--- src/rtl/mdu_pkg.sv ---
// Shared encodings for the multiply/divide unit: op codes, FSM states and
// the fixed divide latency.
package mdu_pkg;

   typedef enum logic [2:0] {
      MDU_NOP   = 3'd0,
      MDU_MULT  = 3'd1,
      MDU_MULTU = 3'd2,
      MDU_DIV   = 3'd3,
      MDU_DIVU  = 3'd4,
      MDU_MTHI  = 3'd5,
      MDU_MTLO  = 3'd6
   } mdu_op_e;

   typedef enum logic [1:0] {
      ST_IDLE = 2'd0,
      ST_MUL  = 2'd1,
      ST_DIV  = 2'd2
   } mdu_state_e;

   localparam int DIV_LAT = 33;

   // Two's-complement magnitude when the operand is treated as signed.
   function automatic logic [31:0] mag32(input logic [31:0] v, input logic is_signed);
      return (is_signed && v[31]) ? (32'd0 - v) : v;
   endfunction

endpackage

--- src/rtl/mdu_unit_div_core.sv ---
// Iterative radix-2 restoring divider for unsigned 32-bit operands.
// go loads the operands; 32 iterations later done pulses for one cycle.
module div_core
   import mdu_pkg::*;
(
   input  logic        clk,
   input  logic        rst,
   input  logic        go,
   input  logic        kill,
   input  logic [31:0] dividend,
   input  logic [31:0] divisor,
   output logic [31:0] quo,
   output logic [31:0] rem,
   output logic        done
);

   logic [31:0] dvs;
   logic [5:0]  iter;
   logic        running;
   logic [32:0] partial;
   logic [32:0] diff;

   assign partial = {rem, quo[31]};
   assign diff    = partial - {1'b0, dvs};

   // The quotient register doubles as the dividend shift register.
   always_ff @(posedge clk) begin
      if (rst) begin
         quo     <= '0;
         rem     <= '0;
         dvs     <= '0;
         iter    <= '0;
         running <= 1'b0;
         done    <= 1'b0;
      end else begin
         done <= 1'b0;
         if (kill) begin
            running <= 1'b0;
         end else if (go) begin
            quo     <= dividend;
            rem     <= '0;
            dvs     <= divisor;
            iter    <= '0;
            running <= 1'b1;
         end else if (running) begin
            if (!diff[32]) begin
               rem <= diff[31:0];
               quo <= {quo[30:0], 1'b1};
            end else begin
               rem <= partial[31:0];
               quo <= {quo[30:0], 1'b0};
            end
            iter <= iter + 6'd1;
            if (iter == 6'd31) begin
               running <= 1'b0;
               done    <= 1'b1;
            end
         end
      end
   end

endmodule

--- src/rtl/mdu_unit.sv ---
// EX-stage multiply/divide unit owning HI/LO: pipelined multiply, iterative
// divide with sign fix-up, MTHI/MTLO, and flush cancellation.
module mdu_unit
   import mdu_pkg::*;
#(
   parameter int MUL_LAT = 2
) (
   input  logic        clk,
   input  logic        rst,
   input  logic        start,
   input  logic [2:0]  op,
   input  logic [31:0] rs_val,
   input  logic [31:0] rt_val,
   input  logic        flush,
   output logic        busy,
   output logic [31:0] hi,
   output logic [31:0] lo
);

   mdu_state_e  state, state_n;
   logic [5:0]  cnt, cnt_n;
   logic [31:0] hi_n, lo_n;
   logic [31:0] op_a, op_b;
   logic        op_signed;
   logic        load_ops, load_signed, div_go;

   logic signed [32:0] a_ext, b_ext;
   logic signed [65:0] prod_full;
   logic [63:0]        prod_comb, mul_result;

   logic [31:0] div_quo, div_rem, div_lo, div_hi;
   logic        div_done, neg_q, neg_r, div_zero;

   assign busy = (state != ST_IDLE);

   always_ff @(posedge clk) begin
      if (rst) begin
         state     <= ST_IDLE;
         cnt       <= '0;
         hi        <= '0;
         lo        <= '0;
         op_a      <= '0;
         op_b      <= '0;
         op_signed <= 1'b0;
      end else begin
         state <= state_n;
         cnt   <= cnt_n;
         hi    <= hi_n;
         lo    <= lo_n;
         if (load_ops) begin
            op_a      <= rs_val;
            op_b      <= rt_val;
            op_signed <= load_signed;
         end
      end
   end

   // Extend by one bit so a single signed multiply covers MULT and MULTU.
   assign a_ext     = {op_signed & op_a[31], op_a};
   assign b_ext     = {op_signed & op_b[31], op_b};
   assign prod_full = 66'(a_ext) * 66'(b_ext);
   assign prod_comb = prod_full[63:0];

   generate
      if (MUL_LAT == 1) begin : g_mul_comb
         assign mul_result = prod_comb;
      end else begin : g_mul_pipe
         logic [63:0] stage [MUL_LAT-1];
         always_ff @(posedge clk) begin
            if (rst) begin
               for (int i = 0; i < MUL_LAT-1; i++) stage[i] <= '0;
            end else begin
               stage[0] <= prod_comb;
               for (int i = 1; i < MUL_LAT-1; i++) stage[i] <= stage[i-1];
            end
         end
         assign mul_result = stage[MUL_LAT-2];
      end
   endgenerate

   div_core u_div (
      .clk      (clk),
      .rst      (rst),
      .go       (div_go),
      .kill     (flush),
      .dividend (mag32(rs_val, op == MDU_DIV)),
      .divisor  (mag32(rt_val, op == MDU_DIV)),
      .quo      (div_quo),
      .rem      (div_rem),
      .done     (div_done)
   );

   // Remainder follows the dividend's sign; quotient negates on sign mismatch.
   assign div_zero = (op_b == 32'd0);
   assign neg_q    = op_signed & (op_a[31] ^ op_b[31]);
   assign neg_r    = op_signed & op_a[31];
   assign div_lo   = div_zero ? 32'hFFFF_FFFF : (neg_q ? (32'd0 - div_quo) : div_quo);
   assign div_hi   = div_zero ? op_a : (neg_r ? (32'd0 - div_rem) : div_rem);

   always_comb begin
      state_n     = state;
      cnt_n       = cnt;
      hi_n        = hi;
      lo_n        = lo;
      load_ops    = 1'b0;
      load_signed = 1'b0;
      div_go      = 1'b0;
      unique case (state)
         ST_IDLE: begin
            if (start && !flush) begin
               case (op)
                  MDU_MULT, MDU_MULTU: begin
                     state_n     = ST_MUL;
                     cnt_n       = '0;
                     load_ops    = 1'b1;
                     load_signed = (op == MDU_MULT);
                  end
                  MDU_DIV, MDU_DIVU: begin
                     state_n     = ST_DIV;
                     cnt_n       = '0;
                     load_ops    = 1'b1;
                     load_signed = (op == MDU_DIV);
                     div_go      = 1'b1;
                  end
                  MDU_MTHI: hi_n = rs_val;
                  MDU_MTLO: lo_n = rs_val;
                  default: ;
               endcase
            end
         end
         ST_MUL: begin
            if (flush) begin
               state_n = ST_IDLE;
            end else if (cnt == 6'(MUL_LAT-1)) begin
               {hi_n, lo_n} = mul_result;
               state_n      = ST_IDLE;
            end else begin
               cnt_n = cnt + 6'd1;
            end
         end
         ST_DIV: begin
            if (flush) begin
               state_n = ST_IDLE;
            end else if (div_done) begin
               hi_n    = div_hi;
               lo_n    = div_lo;
               state_n = ST_IDLE;
            end else begin
               cnt_n = cnt + 6'd1;
            end
         end
         default: state_n = ST_IDLE;
      endcase
   end

endmodule

--- config.mk ---
export PLATFORM = sky130hd
export DESIGN_NAME = mdu_unit
export DESIGN_NICKNAME = d
export VERILOG_FILES = /design/src/rtl/mdu_pkg.sv /design/src/rtl/mdu_unit_div_core.sv /design/src/rtl/mdu_unit.sv
export SDC_FILE = /design/constraint.sdc
export NUM_CORES = 2
export LEC_CHECK = 0
export ABC_AREA = 1
export BUFFER_PORTS_ARGS = -buffer_cell sky130_fd_sc_hd__buf_2
export CAP_MARGIN = 20
export CORE_MARGIN = 2
export CORE_UTILIZATION = 50
export DETAILED_ROUTE_END_ITERATION = 7
export GPL_TIMING_DRIVEN = 0
export PLACE_DENSITY = 0.76
export SYNTH_ARGS = -nofsm -noshare
export SYNTH_HDL_FRONTEND = slang
export SYNTH_SLANG_ARGS = --single-unit
--- constraint.sdc ---
create_clock -name clk -period 7.2 [get_ports clk]
set_input_delay 1.44 -clock clk [delete_from_list [all_inputs] [get_ports clk]]
set_output_delay 1.44 -clock clk [all_outputs]
set_load 0.1 [all_outputs]
==> impl_metrics.json <==
{
  "syn_inst": 8152,
  "fmax_ghz": 0.132,
  "yosys_warnings": 0,
  "layout-drive-gt1-share_pct": 14.1,
  "fin_skew_ps": 34.2,
  "ys_seq_elements": 305,
  "critPathRequiredTime_ps": 7710,
  "antenna_found_initial": 8,
  "period_minus_slack_ps": 7550,
  "finalSetupViolations": 23,
  "synth_flop_cell": "dfxtp_1",
  "hold_path.class": "reg -> reg",
  "grt_max_degree": 16,
  "cts.sinks": 305,
  "clockBufferDepth": 3,
  "setup_ws_ps": -351,
  "pre_cts_slack_ps": -2310,
  "track_usage_pct": 44.2,
  "start_kind": "flip-flop",
  "clk-insertion-delay-late_ps": 610,
  "outcome": "complete, but fails checks",
  "slew_headroom_pct": 18.0,
  "die-area_mm2": 0.120,
  "nets": 9858,
  "busiest_layer": "met2",
  "violations": "negative setup slack",
  "die_h_um": 347,
  "tightest_slew_ps": 1230,
  "cellLeakagePower_uw": 0.0351,
  "final-max-slew-violation-count": 0,
  "drtIter0Drc": 6091,
  "power.density_mw_per_mm2": 295,
  "grt_use_met1_pct": 52.7,
  "multiInputGateArea_mm2": 0.0456,
  "endpoint_kind": "flip-flop",
  "dpl_cell_area_mm2": 0.0615,
  "hold_viol_final": 0,
  "final_util_pct": 57.7,
  "max_cap_violations": 0,
  "path_max_fanout": 8,
  "cts_root_buffer": "clkbuf_16",
  "numPortBuffers": 135,
  "die_w_um": 347,
  "avgSynthCellArea_um2": 7.20,
  "vias": 56570,
  "syn_area_mm2": 0.0587,
  "numCtsBuffers": 34,
  "synth_seq_area_share_pct": 10.4,
  "clkSlewWorstSetupHoldPaths_ps": 70,
  "h-tree-depth": 2,
  "ys_types": 49,
  "syn_nets": 9605,
  "use_met2_pct": 69.3,
  "hold_ws_ps": 456,
  "worstPathArrival_ps": 8060,
  "wirelength_um": 265000,
  "stdcell_area_mm2": 0.0672,
  "drc_errors": 0,
  "place_congestion": 1.09,
  "seq_area_mm2": 0.00627,
  "synth_edf_count": 0,
  "worstSetupPathType": "reg -> reg",
  "crit_slowest_cell": "fa_2",
  "cts_tree": "done",
  "fin_cells": 9960,
  "grtUsageMet3_pct": 10.2,
  "n_fill_cell": 11206,
  "grt_pass1_wl_um": 381000,
  "place_inst": 9820,
  "fin_crit_sh_pct": 105,
  "cts_hold_buf": 0,
  "via_per_inst": 5.68,
  "area_delta_synth_final_pct": 14.4,
  "start_util_pct": 50.4,
  "antenna_left": 0,
  "dr.pass1.iters": 8,
  "grt-ovfl-total": 0,
  "wl_per_cell_um": 26.6,
  "rsz0062_at_grt": "yes",
  "synthArstFlopShare_pct": 0,
  "boundaryPins": 136,
  "grt_pass1_vias": 57606,
  "core_area_mm2": 0.116,
  "slowest_delay_ps": 630,
  "post-dp-hpwl_um": 220000,
  "placementRows": 125,
  "vdd_drop_max_uv": 841,
  "crit_path_frequent_cell": "fa_1"
}
critical path: cells and delay by family (launching register included):
| family | cells | cell delay, ps |
|---|---|---|
| buffers and inverters | 10 | 1260 |
| AOI/OAI and AO/OA | 5 | 810 |
| and+or+nand+nor | 6 | 560 |
| adders and majority gates | 9 | 4470 |
| DFF | 1 | 330 |
stage by stage:
step / TNS [ps] / power, µW
final: -2930 / 19800
after detailed placement: -64050 / 16800
after global placement: -63710 / 16700
after CTS: -3310 / 19100
after floorplan: 0 / 12100
after global routing: -6420 / 21000
cells by family after synthesis:
| group | after synthesis | share of synthesized area (%) |
|---|---|---|
| DFF | 305 | 10.4 |
| AOI/OAI and AO/OA | 845 | 7.76 |
| xor gates and xnor gates | 55 | 0.821 |
| buffers and inverters | 2419 | 15.7 |
| adders and majority gates | 1382 | 43.9 |
| and+or+nand+nor | 3146 | 21.5 |
synth_stat cells, types with 12 or more instances:
cell,number,area (µm²)
nand2_1,2174,8160
inv_1,1988,7460
fa_1,1126,22500
nor2_1,560,2100
a21oi_1,386,1930
clkbuf_1,329,1230
dfxtp_1,305,6110
o21ai_0,294,1470
ha_1,256,3200
nand3_1,250,1250
nand4_1,46,288
buf_2,42,210
nor3_1,37,185
inv_2,35,131
o21ai_1,35,175
a31oi_1,31,194
xor2_1,30,263
xnor2_1,25,219
o21bai_1,21,158
o21a_1,17,128
nor2_2,16,100
a21oi_2,15,131
nand3b_1,12,90.1
o211ai_1,12,90.1
final timing paths:
kind              cells past startpoint                            endpoint  slack (ps)                       start
setup / recovery                     30  g_mul_pipe.stage[0][63]$_SDFF_PP0_        -350       op_a[31]$_SDFFE_PP0P_
hold / removal                        2          u_div.dvs[31]$_SDFFE_PP0P_         460  u_div.dvs[31]$_SDFFE_PP0P_
setup reg to reg                     30  g_mul_pipe.stage[0][63]$_SDFF_PP0_        -350       op_a[31]$_SDFFE_PP0P_
hold reg to reg                       2          u_div.dvs[31]$_SDFFE_PP0P_         460  u_div.dvs[31]$_SDFFE_PP0P_
cell usage in the layout, fill, tap and decap left out, drive strengths merged, types with 7 or more instances in the layout:
cell,n
a21o,8
a21oi,401
a31oi,31
buf,403
clkbuf,252
clkinv,9
clkinvlp,7
dfxtp,305
fa,1126
ha,256
inv,2024
nand2,2188
nand3,261
nand3b,12
nand4,47
nor2,578
nor3,41
nor4,10
o211ai,12
o21a,17
o21ai,331
o21bai,22
o22ai,9
xnor2,25
xor2,30
layout make-up:
type	instances	share of cell area, %
repair inverters	1	0.00932
diodes	6	0.0224
flip-flops and latches	305	9.34
well taps	1524	2.84
plain buffers	344	4.04
clock buffers	44	1.41
repair buffers	267	2.83
inverters	2024	11.4
clock inverters	17	0.304
multi-input cells	5428	67.8
registers in the layout (all words and copies together), names as in the netlist, 2 cells and up:
register,cells
g_mul_pipe.stage,64
hi,32
lo,32
op_a,32
op_b,32
u_div.dvs,32
u_div.quo,32
u_div.rem,32
cnt,6
u_div.iter,6
state,2
layer usage:
| metal | up-vias | wire length [µm] |
|---|---|---|
| met5 | - | 55 |
| met4 | 8 | 25900 |
| met3 | 1052 | 28200 |
| met2 | 3429 | 117000 |
| met1 | 27751 | 93800 |
| li1 | 24330 | - |
repair_timing:
| action | 4_1_cts | 5_1_grt |
|---|---|---|
| pin swaps | 89 | 140 |
| cloned | 2 | 0 |
| setup endpoints to repair | 50 | 43 |
| hold endpoints to repair | 0 | 0 |
| setup buffers | 49 | 74 |
| resized for setup | 767 | 525 |
where the power goes:
group	total (µW)	switching, µW	internal [µW]	leakage [µW]
Clock	1880	849	1030	0.000557
Sequential	2720	619	2100	0.00252
Combinational	15200	10800	4410	0.0320
(Power assumes the default switching activity.)
